`src/rtl/sales_pkg.sv`:
```
// ============================================================================
// sales_pkg: shared constants, FSM encoding and saturating add for sales_avg_multi
// Rev 1.0
// ============================================================================
`default_nettype none

package sales_pkg;

  localparam int DEF_W     = 32;
  localparam int DEF_ACC_W = 64;
  localparam int DEF_CH    = 4;

  localparam logic [1:0] ST_IDLE  = 2'd0;
  localparam logic [1:0] ST_ACCUM = 2'd1;
  localparam logic [1:0] ST_DIV   = 2'd2;
  localparam logic [1:0] ST_DONE  = 2'd3;

  // Widest accumulator the saturating helper supports; callers truncate.
  localparam int SAT_MAX_W = 128;

  function automatic logic [SAT_MAX_W-1:0] sat_add(
    input logic [SAT_MAX_W-1:0] a,
    input logic [SAT_MAX_W-1:0] b,
    input int                   w
  );
    logic [SAT_MAX_W:0] sum;
    logic [SAT_MAX_W:0] lim;
    lim = ({{SAT_MAX_W{1'b0}}, 1'b1} << w) - 1'b1;
    sum = {1'b0, a} + {1'b0, b};
    return (sum > lim) ? lim[SAT_MAX_W-1:0] : sum[SAT_MAX_W-1:0];
  endfunction

endpackage

`default_nettype wire

```
`src/rtl/sales_avg_multi_if.sv`:
```
// ============================================================================
// sales_avg_multi_if: transaction-in / average-out handshake bundle
// Rev 1.0
// ============================================================================
`default_nettype none

interface sales_avg_multi_if
  import sales_pkg::*;
#(
  parameter int W  = DEF_W,
  parameter int CH = DEF_CH
);
  localparam int CH_W = (CH > 1) ? $clog2(CH) : 1;

  logic            in_valid;
  logic            in_ready;
  logic [CH_W-1:0] in_ch;
  logic            in_clr;
  logic [W-1:0]    in_price;
  logic [W-1:0]    in_num;
  logic            out_valid;
  logic            out_ready;
  logic [CH_W-1:0] out_ch;
  logic [W-1:0]    out_avg;

  modport master (
    output in_valid, in_ch, in_clr, in_price, in_num, out_ready,
    input  in_ready, out_valid, out_ch, out_avg
  );

  modport slave (
    input  in_valid, in_ch, in_clr, in_price, in_num, out_ready,
    output in_ready, out_valid, out_ch, out_avg
  );

endinterface

`default_nettype wire

```
`src/rtl/sales_serial_div.sv`:
```
// ============================================================================
// sales_serial_div: restoring divider, one quotient bit per cycle, ACC_W cycles
// Rev 1.0
// ============================================================================
`default_nettype none

module sales_serial_div
  import sales_pkg::*;
#(
  parameter int ACC_W = DEF_ACC_W
) (
  input  logic             clk,
  input  logic             rst,
  input  logic             start,
  input  logic [ACC_W-1:0] dividend,
  input  logic [ACC_W-1:0] divisor,
  output logic             busy,
  output logic             done,
  output logic [ACC_W-1:0] quotient,
  output logic [ACC_W-1:0] remainder
);
  localparam int CNT_W = $clog2(ACC_W + 1);

  logic [ACC_W-1:0] rem_q, quo_q, dvs_q;
  logic [CNT_W-1:0] cnt_q;

  logic [ACC_W-1:0] src_rem, src_quo, src_dvs;
  logic [ACC_W:0]   trial, diff;
  logic             ge;
  logic [ACC_W-1:0] nxt_rem, nxt_quo;

  // The start cycle already performs the first step on the incoming operands,
  // so the full ACC_W steps finish ACC_W edges after the start edge.
  always_comb begin
    src_rem = start ? '0 : rem_q;
    src_quo = start ? dividend : quo_q;
    src_dvs = start ? divisor : dvs_q;
    trial   = {src_rem, src_quo[ACC_W-1]};
    diff    = trial - {1'b0, src_dvs};
    ge      = (trial >= {1'b0, src_dvs});
    nxt_rem = ge ? diff[ACC_W-1:0] : trial[ACC_W-1:0];
    nxt_quo = {src_quo[ACC_W-2:0], ge};
  end

  always_ff @(posedge clk or posedge rst) begin
    if (rst) begin
      rem_q <= '0;
      quo_q <= '0;
      dvs_q <= '0;
      cnt_q <= '0;
      busy  <= 1'b0;
      done  <= 1'b0;
    end else begin
      done <= 1'b0;
      if (start) begin
        rem_q <= nxt_rem;
        quo_q <= nxt_quo;
        dvs_q <= divisor;
        cnt_q <= CNT_W'(ACC_W - 1);
        busy  <= 1'b1;
      end else if (busy) begin
        rem_q <= nxt_rem;
        quo_q <= nxt_quo;
        cnt_q <= cnt_q - 1'b1;
        if (cnt_q == CNT_W'(1)) begin
          busy <= 1'b0;
          done <= 1'b1;
        end
      end
    end
  end

  assign quotient  = quo_q;
  assign remainder = rem_q;

endmodule

`default_nettype wire

```
`src/rtl/sales_avg_multi.sv`:
```
// ============================================================================
// sales_avg_multi: multi-channel running weighted-average price engine
// Optional macro SALES_AVG_SAT_EN: saturating accumulators. Rev 1.0
// ============================================================================
`default_nettype none

module sales_avg_multi
  import sales_pkg::*;
#(
  parameter int W     = DEF_W,
  parameter int ACC_W = DEF_ACC_W,
  parameter int CH    = DEF_CH
) (
  input  logic               clk,
  input  logic               rst,
  sales_avg_multi_if.slave   bus
);
  localparam int CH_W = (CH > 1) ? $clog2(CH) : 1;

  logic [1:0]       state, state_nxt;

  logic [CH_W-1:0]  lat_ch;
  logic             lat_clr;
  logic [W-1:0]     lat_price, lat_num;

  logic [ACC_W-1:0] rev_a [CH];
  logic [ACC_W-1:0] qty_a [CH];

  logic             ch_ok;
  logic [2*W-1:0]   prod;
  logic [ACC_W-1:0] prod_ext, num_ext;
  logic [ACC_W-1:0] base_rev, base_qty;
  logic [ACC_W-1:0] new_rev, new_qty;

  logic             div_start, div_busy, div_done;
  logic [ACC_W-1:0] div_quo, div_rem;
  logic             unused_div;

  // ---------------- FSM: state register ----------------
  always_ff @(posedge clk or posedge rst) begin
    if (rst) state <= ST_IDLE;
    else     state <= state_nxt;
  end

  // ---------------- FSM: next state ----------------
  always_comb begin
    state_nxt = state;
    unique case (state)
      ST_IDLE:  if (bus.in_valid) state_nxt = ST_ACCUM;
      ST_ACCUM: state_nxt = div_start ? ST_DIV : ST_DONE;
      ST_DIV:   if (div_done) state_nxt = ST_DONE;
      ST_DONE:  if (bus.out_ready) state_nxt = ST_IDLE;
      default:  state_nxt = ST_IDLE;
    endcase
  end

  // ---------------- FSM: outputs ----------------
  always_comb begin
    bus.in_ready  = (state == ST_IDLE);
    bus.out_valid = (state == ST_DONE);
    div_start     = (state == ST_ACCUM) && ch_ok && (new_qty != '0);
  end

  always_ff @(posedge clk or posedge rst) begin
    if (rst) begin
      lat_ch    <= '0;
      lat_clr   <= 1'b0;
      lat_price <= '0;
      lat_num   <= '0;
    end else if (state == ST_IDLE && bus.in_valid) begin
      lat_ch    <= bus.in_ch;
      lat_clr   <= bus.in_clr;
      lat_price <= bus.in_price;
      lat_num   <= bus.in_num;
    end
  end

  // Out-of-range channels (non-power-of-2 CH) read as empty and are never written.
  always_comb begin
    ch_ok    = (int'(lat_ch) < CH);
    prod     = {{W{1'b0}}, lat_price} * {{W{1'b0}}, lat_num};
    prod_ext = ACC_W'(prod);
    num_ext  = ACC_W'(lat_num);
    base_rev = (lat_clr || !ch_ok) ? '0 : rev_a[lat_ch];
    base_qty = (lat_clr || !ch_ok) ? '0 : qty_a[lat_ch];
`ifdef SALES_AVG_SAT_EN
    new_rev  = ACC_W'(sat_add(SAT_MAX_W'(base_rev), SAT_MAX_W'(prod_ext), ACC_W));
    new_qty  = ACC_W'(sat_add(SAT_MAX_W'(base_qty), SAT_MAX_W'(num_ext), ACC_W));
`else
    new_rev  = base_rev + prod_ext;
    new_qty  = base_qty + num_ext;
`endif
  end

  for (genvar i = 0; i < CH; i++) begin : g_ch
    always_ff @(posedge clk or posedge rst) begin
      if (rst) begin
        rev_a[i] <= '0;
        qty_a[i] <= '0;
      end else if (state == ST_ACCUM && ch_ok && lat_ch == CH_W'(i)) begin
        rev_a[i] <= new_rev;
        qty_a[i] <= new_qty;
      end
    end
  end

  sales_serial_div #(.ACC_W(ACC_W)) u_div (
    .clk       (clk),
    .rst       (rst),
    .start     (div_start),
    .dividend  (new_rev),
    .divisor   (new_qty),
    .busy      (div_busy),
    .done      (div_done),
    .quotient  (div_quo),
    .remainder (div_rem)
  );

  // Upper quotient bits are zero whenever the accumulators are exact.
  assign unused_div = ^{div_busy, div_rem, div_quo[ACC_W-1:W]};

  always_ff @(posedge clk or posedge rst) begin
    if (rst) begin
      bus.out_ch  <= '0;
      bus.out_avg <= '0;
    end else if (state == ST_ACCUM) begin
      bus.out_ch <= lat_ch;
      if (!div_start) bus.out_avg <= '0;
    end else if (state == ST_DIV && div_done) begin
      bus.out_avg <= div_quo[W-1:0];
    end
  end

endmodule

`default_nettype wire

```
`src/flat_wrapper.sv`:
```
// flat-port wrapper written by rule: the top's interface ports become plain ports
module sales_avg_multi_flat import sales_pkg::*;
#(
  parameter int W     = DEF_W,
  parameter int ACC_W = DEF_ACC_W,
  parameter int CH    = DEF_CH
)
  (clk, rst, bus_in_valid, bus_in_ch, bus_in_clr, bus_in_price, bus_in_num, bus_out_ready, bus_in_ready, bus_out_valid, bus_out_ch, bus_out_avg);
  sales_avg_multi_if #(.W(W), .CH(CH)) bus_i ();
  input  logic clk;
  input  logic rst;
  input wire logic [$bits(bus_i.in_valid)-1:0] bus_in_valid;
  input wire logic [$bits(bus_i.in_ch)-1:0] bus_in_ch;
  input wire logic [$bits(bus_i.in_clr)-1:0] bus_in_clr;
  input wire logic [$bits(bus_i.in_price)-1:0] bus_in_price;
  input wire logic [$bits(bus_i.in_num)-1:0] bus_in_num;
  input wire logic [$bits(bus_i.out_ready)-1:0] bus_out_ready;
  output wire logic [$bits(bus_i.in_ready)-1:0] bus_in_ready;
  output wire logic [$bits(bus_i.out_valid)-1:0] bus_out_valid;
  output wire logic [$bits(bus_i.out_ch)-1:0] bus_out_ch;
  output wire logic [$bits(bus_i.out_avg)-1:0] bus_out_avg;
  assign bus_i.in_valid = bus_in_valid;
  assign bus_i.in_ch = bus_in_ch;
  assign bus_i.in_clr = bus_in_clr;
  assign bus_i.in_price = bus_in_price;
  assign bus_i.in_num = bus_in_num;
  assign bus_i.out_ready = bus_out_ready;
  assign bus_in_ready = bus_i.in_ready;
  assign bus_out_valid = bus_i.out_valid;
  assign bus_out_ch = bus_i.out_ch;
  assign bus_out_avg = bus_i.out_avg;
  sales_avg_multi #(.W(W), .ACC_W(ACC_W), .CH(CH)) u_core (.clk(clk), .rst(rst), .bus(bus_i));
endmodule
```
`config.mk`:
```
export PLATFORM = sky130hd
export DESIGN_NAME = sales_avg_multi_flat
export DESIGN_NICKNAME = d
export VERILOG_FILES = /design/src/rtl/sales_pkg.sv /design/src/rtl/sales_avg_multi_if.sv /design/src/rtl/sales_serial_div.sv /design/src/rtl/sales_avg_multi.sv /design/src/flat_wrapper.sv
export SDC_FILE = /design/constraint.sdc
export NUM_CORES = 2
export LEC_CHECK = 0
export CAP_MARGIN = 5
export CELL_PAD_IN_SITES_DETAIL_PLACEMENT = 1
export CELL_PAD_IN_SITES_GLOBAL_PLACEMENT = 2
export CORE_ASPECT_RATIO = 1.4
export CORE_UTILIZATION = 30
export DETAILED_ROUTE_END_ITERATION = 8
export GPL_TIMING_DRIVEN = 0
export MAX_ROUTING_LAYER = met4
export PLACE_DENSITY = 0.63
export SYNTH_ARGS = -nofsm -noshare
export SYNTH_HDL_FRONTEND = slang
export SYNTH_SLANG_ARGS = --single-unit
```
`constraint.sdc`:
```
create_clock -name clk -period 24.6 [get_ports clk]
set_clock_uncertainty 0.2 [all_clocks]
set_input_delay 3.69 -clock clk [delete_from_list [all_inputs] [get_ports clk]]
set_output_delay 3.69 -clock clk [all_outputs]
set_load 0.01 [all_outputs]
```
==> metrics.cfg <==
[status]
status = finished clean

[floorplan]
die_w_um = 428
core-area_um2 = 253000
io_pins = 107
initial_core_util_pct = 30.2
core.rowCount = 218
die_area_um2 = 257000
die_h_um = 599

[cts]
postCtsSetupBuffers = 0
max-clock-path-buffers = 3
cts_tree = yes
htree_levels = 3
path_clk_slew_ns = 0.06
cts-root-buf = clkbuf_16
clkLatencyLatePin_ns = 0.76
hold_buffers = 0
cts_made_buffers = 96
cts.repair.resized = 0
cts.sinks = 816

[worst_setup_path]
path_common_cell = fa_1
slowest_delay_ns = 1.02
worstSetupPathType = flip-flop to flip-flop
cp_top_family = compound AO/OA/AOI/OAI gates
startpoint = u_core.lat_ch[1]
cp_slowest_cell = buf_1
crit_path_end_kind = flip-flop
regToRegStartpoint = u_core.lat_ch[1]
worstSetupStartpointType = flip-flop
cp.required_ns = 25.07
cp_num_buf_inv = 16
worstPathArrival_ns = 20.25
cp_max_fo = 10

[timing]
fin_crit_sh_pct = 80.4
drv_slew = 0
min_period_ns = 19.78
relSlewSlack_pct = 5.62
setup-tns-final_ns = 0
rsz0062_at_grt = no
timing_hold_violations_final = 0
fmax_mhz = 50.6
setup_viol = 0
tightest_slew_ns = 1.41

[synth]
yosys.area.top_type = dfrtp_1
syn_avg_cell_area_um2 = 9.63
ys.flop_type = dfrtp_1
yosys_warnings = 0
synthArstFlopShare_pct = 100
syn_nets = 9305
ys_types = 101
synthTopCellsByArea = dfrtp_1 27%, fa_1 25%, nand2_1 6.0%
synth_top_area_share_pct = 26.7
synth_most_common_cell = nand2_1
ys_seq_area_share_pct = 26.7
netlist_instances = 7928
synth_common_cells = 1231 x nand2_1, 1018 x inv_1, 961 x fa_1
synth-seq-cells = 816
synth_edf_count = 0
netlist_area_um2 = 76400

[finish]
area_growth_syn_to_layout_pct = 12.2
postLayoutCellArea_um2 = 85700
fillerInstances = 28914
final_nets = 9543
drive_gt1_share_pct = 7.47
final_core_util_pct = 33.9
finalNonFillerCells = 11560

[global_routing]
track_usage_pct = 27.6
grt_pass1_wl_um = 494000
antenna_found_initial = 29
overflow = 0
grt_pass1_vias = 67325
grt_max_degree = 42

[route]
vias = 59710
ant_nets = 0
drtPass1Iterations = 8
drt_wl_total_um = 342000
drt_iter0_drc = 3016
routed_via_density = 5.17
drc = 0
wl_per_cell_um = 29.5

[place]
place_congestion = 0.959
port_buffers = 106
dp.cells = 11368
placed_cell_area_um2 = 82300
hpwl_um = 284000

[hold_path]
hold_start = u_core.qty_a[209]
hold_class = flip-flop to flip-flop

[run]
drv_cap = 0

cells by family after synthesis:
family | synth area share [%]
simple gates | 15.6
buf+inv | 7.55
compound gates | 10.9
fa+ha+maj | 30.8
flops | 26.7
mux | 6.32
xor+xnor | 2.06
worst paths after layout:
kind	end	slack, ns	depth (start not counted)
worst min register to register	u_core.qty_a[209]	0.27	2
worst max-delay path	u_core.u_div.remainder[1]	4.82	51
worst min-delay path	u_core.qty_a[209]	0.27	2
min in group asynchronous	u_core.bus.out_avg[12]	3.31	2
worst max register to register	u_core.u_div.remainder[1]	4.82	51
max in group asynchronous	u_core.qty_a[25]	18.22	11
sequential cells by signal, indices dropped and copies added (netlist names):
name,flops
u_core.bus.out_ch,2
u_core.u_div.cnt_q,7
u_core.u_div.quotient,64
u_core.rev_a,256
u_core.lat_ch,2
u_core.qty_a,256
u_core.lat_num,32
u_core.state,2
u_core.u_div.done,1
u_core.u_div.remainder,64
u_core.lat_price,32
u_core.bus.out_avg,32
u_core.u_div.dvs_q,64
u_core.u_div.busy,1
u_core.lat_clr,1
worst register-to-register path, delay by kind of cell (launching register included):
| kind | cells | cell delay [ns] |
|---|---|---|
| AO/OA/AOI/OAI | 17 | 6.78 |
| buffers and inverters | 16 | 5.80 |
| adder cells (fa/ha/maj) | 10 | 4.67 |
| AND/OR/NAND/NOR | 7 | 1.52 |
| multiplexers | 1 | 0.37 |
| flip-flops | 1 | 0.34 |
placed cells by master, fill, tap and decap left out, drive strengths merged, types with 123 or more instances in the layout:
cell,Yosys,routed
a21oi,177,177
and2,677,677
clkbuf,408,555
dfrtp,816,816
fa,961,961
ha,345,345
inv,1019,1026
mux2,159,159
mux4,123,123
nand2,1232,1232
nor2,127,127
o21ai,725,725
layer usage:
metal  GRT usage (%)  wire length [um]  vias to the layer above
met5               -                 0                        -
met4            16.0             24300                        0
met3            2.29             10500                      676
met2            50.6            182000                     1357
met1            29.1            125000                    31681
li1                -                 -                    25996
per-stage QoR:
step / setup WS [ns] / hold WS [ns]
after detailed placement: 4.68 / 0.267
after CTS: 4.62 / 0.281
final: 4.82 / 0.274
after global routing: 4.00 / 0.292
after global placement: 2.96 / 0.255
after floorplan: 9.51 / 0.238
layout make-up:
| cell class | instances | area, um^2 | share of cell area (%) |
|---|---|---|---|
| buffer | 474 | 1940 | 2.27 |
| multi-input combinational | 5617 | 50200 | 58.6 |
| tap | 3300 | 4130 | 4.82 |
| clock inverter | 33 | 465 | 0.543 |
| timing repair buffer | 140 | 1720 | 2.01 |
| sequential | 816 | 20400 | 23.8 |
| clock buffer | 147 | 2880 | 3.37 |
| inverter | 1021 | 3840 | 4.48 |
| antenna | 12 | 30.0 | 0.0351 |
Power is not shown: default switching activity piles up to over one toggle a cycle in this logic, so the estimate is an artifact.
